### src/rtl/enkel_core_p_if.sv
// Memory bus between the enkel core and its instruction/data memory.
// A request is held (req/we/addr/wdata stable) until the cycle in which
// mem_ack is high; ack in the very first request cycle is legal.
//   master (core) : drives mem_req, mem_we, mem_addr, mem_wdata
//                   samples mem_rdata, mem_ack
//   slave (memory): the mirror image
interface enkel_core_p_if #(
  parameter int DATA_W = 12,
  parameter int ADDR_W = 8
);
  logic              mem_req;
  logic              mem_we;
  logic [ADDR_W-1:0] mem_addr;
  logic [DATA_W-1:0] mem_wdata;
  logic [DATA_W-1:0] mem_rdata;
  logic              mem_ack;

  modport master (
    output mem_req, mem_we, mem_addr, mem_wdata,
    input  mem_rdata, mem_ack
  );

  modport slave (
    input  mem_req, mem_we, mem_addr, mem_wdata,
    output mem_rdata, mem_ack
  );
endinterface

### src/rtl/enkel_core_p.sv
// enkel_core_p -- multi-cycle accumulator CPU core.
// Fetches one-word instructions over a req/ack memory bus (any number of
// wait states), executes a 4-bit opcode set on accumulator A with carry and
// zero flags, and can be stopped at an instruction boundary.
// Ports:
//   clk, master_reset_n   clock, asynchronous active-low reset
//   start_computer        leave IDLE/HALTED and fetch from START_ADDR
//   halt_req              go to HALTED instead of FETCH at the next retire
//   in_port               value loaded into A by GET
//   mem                   memory bus (master side)
//   show_out              display register written by SHOW
//   pc_out                program counter
//   status / halted       running (FETCH..MEM_WR) / in HALTED
//   carry, zero           flags
//   instr_done            one-cycle pulse after each retiring edge
module enkel_core_p #(
  parameter int                DATA_W     = 12,
  parameter int                ADDR_W     = 8,
  parameter logic [ADDR_W-1:0] START_ADDR = '0
) (
  input  logic              clk,
  input  logic              master_reset_n,
  input  logic              start_computer,
  input  logic              halt_req,
  input  logic [DATA_W-1:0] in_port,
  enkel_core_p_if.master    mem,
  output logic [DATA_W-1:0] show_out,
  output logic [ADDR_W-1:0] pc_out,
  output logic              status,
  output logic              halted,
  output logic              carry,
  output logic              zero,
  output logic              instr_done
);

  localparam logic [2:0] S_IDLE   = 3'd0;
  localparam logic [2:0] S_FETCH  = 3'd1;
  localparam logic [2:0] S_DECODE = 3'd2;
  localparam logic [2:0] S_MEM_RD = 3'd3;
  localparam logic [2:0] S_MEM_WR = 3'd4;
  localparam logic [2:0] S_HALTED = 3'd5;

  localparam logic [3:0] OP_LD   = 4'h1;
  localparam logic [3:0] OP_PUT  = 4'h2;
  localparam logic [3:0] OP_ADD  = 4'h3;
  localparam logic [3:0] OP_SUB  = 4'h4;
  localparam logic [3:0] OP_NOT  = 4'h5;
  localparam logic [3:0] OP_JMP  = 4'h6;
  localparam logic [3:0] OP_JZ   = 4'h7;
  localparam logic [3:0] OP_JC   = 4'h8;
  localparam logic [3:0] OP_SHOW = 4'h9;
  localparam logic [3:0] OP_GET  = 4'hA;
  localparam logic [3:0] OP_FEED = 4'hB;
  localparam logic [3:0] OP_HALT = 4'hF;

  logic [2:0]        state_q, state_d;
  logic [ADDR_W-1:0] pc_q, pc_d;
  logic [DATA_W-1:0] a_q, a_d;
  // Only the fields of the instruction word that are ever used are kept;
  // the bits between opcode and operand are don't-care.
  logic [3:0]        op_q, op_d;
  logic [ADDR_W-1:0] opd_q, opd_d;
  logic [DATA_W-1:0] show_q, show_d;
  logic              carry_q, carry_d;
  logic              zero_q, zero_d;
  logic              done_q, done_d;

  logic [DATA_W:0]   add_res;
  logic [DATA_W-1:0] sub_res;
  logic              sub_nb;
  logic              upd_zero;

  assign add_res = {1'b0, a_q} + {1'b0, mem.mem_rdata};
  assign sub_res = a_q - mem.mem_rdata;
  assign sub_nb  = (a_q >= mem.mem_rdata);

  // Bus outputs depend on registered state only, so they are stable for the
  // whole request and collapse to zero the instant reset is asserted.
  always_comb begin
    mem.mem_req   = 1'b0;
    mem.mem_we    = 1'b0;
    mem.mem_addr  = '0;
    mem.mem_wdata = '0;
    case (state_q)
      S_FETCH: begin
        mem.mem_req  = 1'b1;
        mem.mem_addr = pc_q;
      end
      S_MEM_RD: begin
        mem.mem_req  = 1'b1;
        mem.mem_addr = opd_q;
      end
      S_MEM_WR: begin
        mem.mem_req   = 1'b1;
        mem.mem_we    = 1'b1;
        mem.mem_addr  = opd_q;
        mem.mem_wdata = a_q;
      end
      default: ;
    endcase
  end

  always_comb begin
    state_d  = state_q;
    pc_d     = pc_q;
    a_d      = a_q;
    op_d     = op_q;
    opd_d    = opd_q;
    show_d   = show_q;
    carry_d  = carry_q;
    zero_d   = zero_q;
    done_d   = 1'b0;
    upd_zero = 1'b0;

    case (state_q)
      S_IDLE, S_HALTED: begin
        if (start_computer) begin
          pc_d    = START_ADDR;
          state_d = S_FETCH;
        end
      end

      S_FETCH: begin
        if (mem.mem_ack) begin
          op_d    = mem.mem_rdata[DATA_W-1 -: 4];
          opd_d   = mem.mem_rdata[ADDR_W-1:0];
          pc_d    = pc_q + ADDR_W'(1);
          state_d = S_DECODE;
        end
      end

      S_DECODE: begin
        // Register-only instructions execute and retire here; a halt
        // request sampled on this edge diverts to HALTED.
        done_d  = 1'b1;
        state_d = halt_req ? S_HALTED : S_FETCH;
        case (op_q)
          OP_LD, OP_ADD, OP_SUB: begin
            done_d  = 1'b0;
            state_d = S_MEM_RD;
          end
          OP_PUT: begin
            done_d  = 1'b0;
            state_d = S_MEM_WR;
          end
          OP_HALT: state_d = S_HALTED;
          OP_NOT: begin
            a_d      = ~a_q;
            upd_zero = 1'b1;
          end
          OP_JMP: pc_d = opd_q;
          OP_JZ:  if (zero_q)  pc_d = opd_q;
          OP_JC:  if (carry_q) pc_d = opd_q;
          OP_SHOW: show_d = a_q;
          OP_GET: begin
            a_d      = in_port;
            upd_zero = 1'b1;
          end
          OP_FEED: begin
            a_d      = {{(DATA_W-ADDR_W){1'b0}}, opd_q};
            upd_zero = 1'b1;
          end
          default: ; // NOP and the unassigned opcodes C-E
        endcase
      end

      S_MEM_RD: begin
        if (mem.mem_ack) begin
          done_d   = 1'b1;
          state_d  = halt_req ? S_HALTED : S_FETCH;
          upd_zero = 1'b1;
          case (op_q)
            OP_ADD: begin
              a_d     = add_res[DATA_W-1:0];
              carry_d = add_res[DATA_W];
            end
            OP_SUB: begin
              a_d     = sub_res;
              carry_d = sub_nb;   // set when no borrow
            end
            default: a_d = mem.mem_rdata; // LD
          endcase
        end
      end

      S_MEM_WR: begin
        if (mem.mem_ack) begin
          done_d  = 1'b1;
          state_d = halt_req ? S_HALTED : S_FETCH;
        end
      end

      default: state_d = S_IDLE;
    endcase

    if (upd_zero) zero_d = (a_d == '0);
  end

  always_ff @(posedge clk or negedge master_reset_n) begin
    if (!master_reset_n) begin
      state_q <= S_IDLE;
      pc_q    <= START_ADDR;
      a_q     <= '0;
      op_q    <= '0;
      opd_q   <= '0;
      show_q  <= '0;
      carry_q <= 1'b0;
      zero_q  <= 1'b0;
      done_q  <= 1'b0;
    end else begin
      state_q <= state_d;
      pc_q    <= pc_d;
      a_q     <= a_d;
      op_q    <= op_d;
      opd_q   <= opd_d;
      show_q  <= show_d;
      carry_q <= carry_d;
      zero_q  <= zero_d;
      done_q  <= done_d;
    end
  end

  assign show_out   = show_q;
  assign pc_out     = pc_q;
  assign status     = (state_q == S_FETCH) || (state_q == S_DECODE) ||
                      (state_q == S_MEM_RD) || (state_q == S_MEM_WR);
  assign halted     = (state_q == S_HALTED);
  assign carry      = carry_q;
  assign zero       = zero_q;
  assign instr_done = done_q;

endmodule
### src/flat_wrapper.sv
// flat-port wrapper written by rule: the top's interface ports become plain ports
module enkel_core_p_flat 
#(
  parameter int                DATA_W     = 12,
  parameter int                ADDR_W     = 8,
  parameter logic [ADDR_W-1:0] START_ADDR = '0
)
  (clk, master_reset_n, start_computer, halt_req, in_port, show_out, pc_out, status, halted, carry, zero, instr_done, mem_mem_req, mem_mem_we, mem_mem_addr, mem_mem_wdata, mem_mem_rdata, mem_mem_ack);
  enkel_core_p_if #(.DATA_W(DATA_W), .ADDR_W(ADDR_W)) mem_i ();
  input  logic clk;
  input  logic master_reset_n;
  input  logic start_computer;
  input  logic halt_req;
  input  logic [DATA_W-1:0] in_port;
  output logic [DATA_W-1:0] show_out;
  output logic [ADDR_W-1:0] pc_out;
  output logic status;
  output logic halted;
  output logic carry;
  output logic zero;
  output logic instr_done;
  output wire logic [$bits(mem_i.mem_req)-1:0] mem_mem_req;
  output wire logic [$bits(mem_i.mem_we)-1:0] mem_mem_we;
  output wire logic [$bits(mem_i.mem_addr)-1:0] mem_mem_addr;
  output wire logic [$bits(mem_i.mem_wdata)-1:0] mem_mem_wdata;
  input wire logic [$bits(mem_i.mem_rdata)-1:0] mem_mem_rdata;
  input wire logic [$bits(mem_i.mem_ack)-1:0] mem_mem_ack;
  assign mem_mem_req = mem_i.mem_req;
  assign mem_mem_we = mem_i.mem_we;
  assign mem_mem_addr = mem_i.mem_addr;
  assign mem_mem_wdata = mem_i.mem_wdata;
  assign mem_i.mem_rdata = mem_mem_rdata;
  assign mem_i.mem_ack = mem_mem_ack;
  enkel_core_p #(.DATA_W(DATA_W), .ADDR_W(ADDR_W), .START_ADDR(START_ADDR)) u_core (.clk(clk), .master_reset_n(master_reset_n), .start_computer(start_computer), .halt_req(halt_req), .in_port(in_port), .mem(mem_i), .show_out(show_out), .pc_out(pc_out), .status(status), .halted(halted), .carry(carry), .zero(zero), .instr_done(instr_done));
endmodule
### config.mk
export PLATFORM = sky130hd
export DESIGN_NAME = enkel_core_p_flat
export DESIGN_NICKNAME = d
export VERILOG_FILES = /design/src/rtl/enkel_core_p_if.sv /design/src/rtl/enkel_core_p.sv /design/src/flat_wrapper.sv
export SDC_FILE = /design/constraint.sdc
export NUM_CORES = 1
export LEC_CHECK = 0
export ABC_AREA = 1
export ABC_CLOCK_PERIOD_IN_PS = 2650
export CORE_MARGIN = 2
export CORE_UTILIZATION = 25
export CTS_CLUSTER_SIZE = 20
export DETAILED_ROUTE_END_ITERATION = 10
export GPL_TIMING_DRIVEN = 0
export PLACE_DENSITY_LB_ADDON = 0.1
export SLEW_MARGIN = 20
export SYNTH_ARGS = -nofsm -noshare
export SYNTH_HDL_FRONTEND = slang
export SYNTH_SLANG_ARGS = --single-unit
### constraint.sdc
create_clock -name clk -period 2.65 [get_ports clk]
set_clock_uncertainty 0.15 [all_clocks]
set_input_delay 0.265 -clock clk [delete_from_list [all_inputs] [get_ports clk]]
set_output_delay 0.265 -clock clk [all_outputs]
set_load 0.02 [all_outputs]
==> results.json <==
{
  "synth_area_um2": 4570,
  "drt_first_pass_iters": 5,
  "status": "finished, final reports clean",
  "p_leak_nw": 2.94,
  "slew-limit-headroom_pct": 53.3,
  "die_h_um": 139,
  "die-width_um": 139,
  "drc": 0,
  "busiest_layer": "met2",
  "gp_congestion": 0.853,
  "holdCritPathClass": "input port to flip-flop",
  "arrival_ns": 2.67,
  "cts_tree": "built",
  "clock_path_buffers": 2,
  "path_class": "flip-flop to flip-flop",
  "hold_slack_ns": 0.199,
  "antenna_found_initial": 0,
  "root_buffer": "clkbuf_16",
  "routedWlPerCell_um": 17.0,
  "vdd_drop_max_uv": 677,
  "required_ns": 2.74,
  "synth_top_area_share_pct": 27.4,
  "drt_iter0_markers": 589,
  "area_delta_synth_final_pct": 32.7,
  "ys_seq_elements": 50,
  "power_w": 0.00712,
  "initial_core_util_pct": 25.4,
  "rows": 49,
  "seq_power_share_pct": 21.7,
  "ant_nets": 0,
  "start_kind": "flip-flop",
  "use_met2_pct": 30.3,
  "max_freq_ghz": 0.388,
  "num_antenna_cells": 0,
  "use_met3_pct": 2.11,
  "synth_edf_count": 0,
  "clk_pin_slew_ns": 0.07,
  "die_area_um2": 19400,
  "viasPerCell": 4.87,
  "swShare_pct": 54.6,
  "finalSetupViolCount": 0,
  "synth_nets": 792,
  "vias": 5147,
  "fin_cells": 1056,
  "fin_setup_tns_ns": 0,
  "grt_overflow": 0,
  "power_density_nw_per_um2": 1180,
  "dp_hpwl_um": 14400,
  "yosys_warnings": 0,
  "rsz0062_at_grt": "true",
  "io_buffers": 75,
  "power_frac_comb_pct": 68.6,
  "async_flop_share_pct": 100,
  "grt_pass1_vias": 4883,
  "drt_wl_total_um": 17900,
  "core-area_um2": 18000,
  "clkPwrFrac_pct": 9.6,
  "met1_usage_pct": 25.2,
  "dpl.cell_count": 1040,
  "power.internal_w": 0.00323,
  "io_pins": 76,
  "period_minus_slack_ns": 2.58,
  "ys.flop_type": "dfrtp_1",
  "tightest_slew_ns": 0.700,
  "htree_levels": 2,
  "cp_max_fo": 10,
  "drive_above_1_share_pct": 14.4,
  "grt_pass1_wl_um": 27800,
  "hold_violations": 0,
  "nets": 882,
  "switching_power_w": 0.00389,
  "ys_types": 38,
  "synthTopCellsByArea": "dfrtp_1 27%, nand2_1 18%, inv_1 9.3%",
  "grt_max_degree": 51,
  "cap_violations": 0,
  "grt_usage_pct": 18.2,
  "syn_inst": 736,
  "clock_latency_ns": 0.30,
  "numCtsBuffers": 5,
  "slew_viol_final": 0,
  "cp-end-kind": "flip-flop",
  "synth_top_area_cell": "dfrtp_1",
  "avgSynthCellArea_um2": 6.21,
  "fin_crit_sh_pct": 97.2,
  "ys_seq_area_share_pct": 27.4,
  "cts.sinks": 50
}
[per-stage QoR]
stage               worst slack (ns)  area (um^2)  util [%]
floorplan                      0.360         4570         -
global placement              -0.630         5600      31.2
detailed placement            -0.614         5600      31.2
CTS                          0.00697         5850      32.6
global route                 -0.0471         6060      33.7
finish                        0.0731         6060      33.7
[cells in the mapped netlist (2+ instances only)]
cell type,n
ha_1,25
a22oi_1,3
o211ai_1,8
o21ai_1,7
inv_1,113
nor2_2,4
o31ai_1,3
a211oi_1,2
o21bai_1,2
nand3b_1,3
o21ai_0,58
inv_2,7
nor2_4,2
nand4_1,10
o22ai_1,8
nand2_1,214
clkbuf_1,10
dfrtp_1,50
a32oi_1,3
buf_2,10
nor2_1,69
nor3_1,7
nand3_1,65
fa_1,2
nand3_2,3
nand2_2,3
or2_2,3
a21oi_1,32
[flip-flops by register name (all words and copies together), names as in the netlist]
name / flops
u_core.op_q: 4
u_core.state_q: 3
u_core.pc_out: 8
u_core.a_q: 12
u_core.carry: 1
u_core.opd_q: 8
u_core.show_out: 12
u_core.zero: 1
u_core.instr_done: 1
[repair_timing]
item / CTS / global route
endpoints found under the hold margin: 50 / 0
gates resized for setup: 48 / 76
setup endpoints to repair: 23 / 20
hold buffers: 1 / 0
pin swaps: 2 / 11
setup buffers: 4 / 4
[layer usage]
layer / routed length, um / vias up
met5: 0 / -
met4: 365 / 0
li1: - / 2554
met2: 8340 / 148
met3: 797 / 22
met1: 8410 / 2423
[worst max-delay path: stages, from the launching register on]
cell,delay (ns)
dfrtp_1,0.49
nor2_1,0.28
nand3_2,0.25
nand2_2,0.15
buf_6,0.16
o21ai_0,0.07
nand3b_1,0.24
nand2_1,0.12
nand3_1,0.10
nor2_2,0.13
nand2_1,0.08
nor2_2,0.14
nand3_1,0.10
nand2_1,0.07
[final timing paths]
| check | to | cells after the start | start | slack, ns |
|---|---|---|---|---|
| min reg2reg | u_core.show_out[5]$_DFFE_PN0P_ | 2 | u_core.show_out[5]$_DFFE_PN0P_ | 0.34 |
| max in group asynchronous | u_core.state_q[2]$_DFFE_PN0P_ | 2 | master_reset_n | 1.44 |
| max reg2reg | u_core.zero$_DFFE_PN0P_ | 13 | u_core.op_q[3]$_DFFE_PN0P_ | 0.07 |
| min | u_core.opd_q[5]$_DFFE_PN0P_ | 3 | mem_mem_rdata[5] | 0.20 |
| min in group asynchronous | u_core.pc_out[4]$_DFFE_PN0P_ | 2 | master_reset_n | 0.39 |
| max | u_core.zero$_DFFE_PN0P_ | 13 | u_core.op_q[3]$_DFFE_PN0P_ | 0.07 |
[power groups by stage]
stage | Clock [W] | Combinational [W] | Sequential, W
2_1_floorplan | 0 | 0.00284 | 0.00153
3_3_place_gp | 0 | 0.00445 | 0.00151
3_5_place_dp | 0 | 0.00447 | 0.00153
4_1_cts | 0.000699 | 0.00458 | 0.00153
5_1_grt | 0.000728 | 0.00542 | 0.00160
6_report | 0.000687 | 0.00489 | 0.00155
[cell type report]
| type | instances | area [um^2] |
|---|---|---|
| plain buffers | 22 | 159 |
| flip-flops and latches | 50 | 1260 |
| repair buffers | 84 | 800 |
| well taps | 229 | 287 |
| fillers | 1987 | 11900 |
| inverters | 120 | 450 |
| clock buffers | 6 | 139 |
| multi-input cells | 543 | 2960 |
| clock inverters | 2 | 12.5 |
[cells in the final DEF (no fill, tap or decap), types with 5 or more instances in the layout]
cell type	netlist	routed
nand2_1	214	212
inv_1	113	97
o21ai_0	58	58
nand3_1	65	56
nor2_1	69	53
clkdlybuf4s50_1	0	50
dfrtp_1	50	45
a21oi_1	32	29
inv_2	7	23
ha_1	25	20
dlygate4sd2_1	0	19
buf_4	1	13
nor2_2	4	12
nor2_4	2	10
nand3_2	3	10
nand4_1	10	10
o211ai_1	8	8
o22ai_1	8	8
o21ai_1	7	7
nor3_1	7	6
nand2_2	3	5
clkbuf_1	10	5
clkbuf_2	0	5
clkbuf_16	0	5
dfrtp_2	0	5
[kinds of logic after synthesis]
| family | after synthesis | share of synthesized area [%] |
|---|---|---|
| compound gates | 130 | 16.2 |
| xor+xnor | 1 | 0.192 |
| fa+ha+maj | 27 | 7.73 |
| buf+inv | 143 | 12.5 |
| flops | 50 | 27.4 |
| simple gates | 385 | 35.9 |
Power figures use the tool's default switching activity.
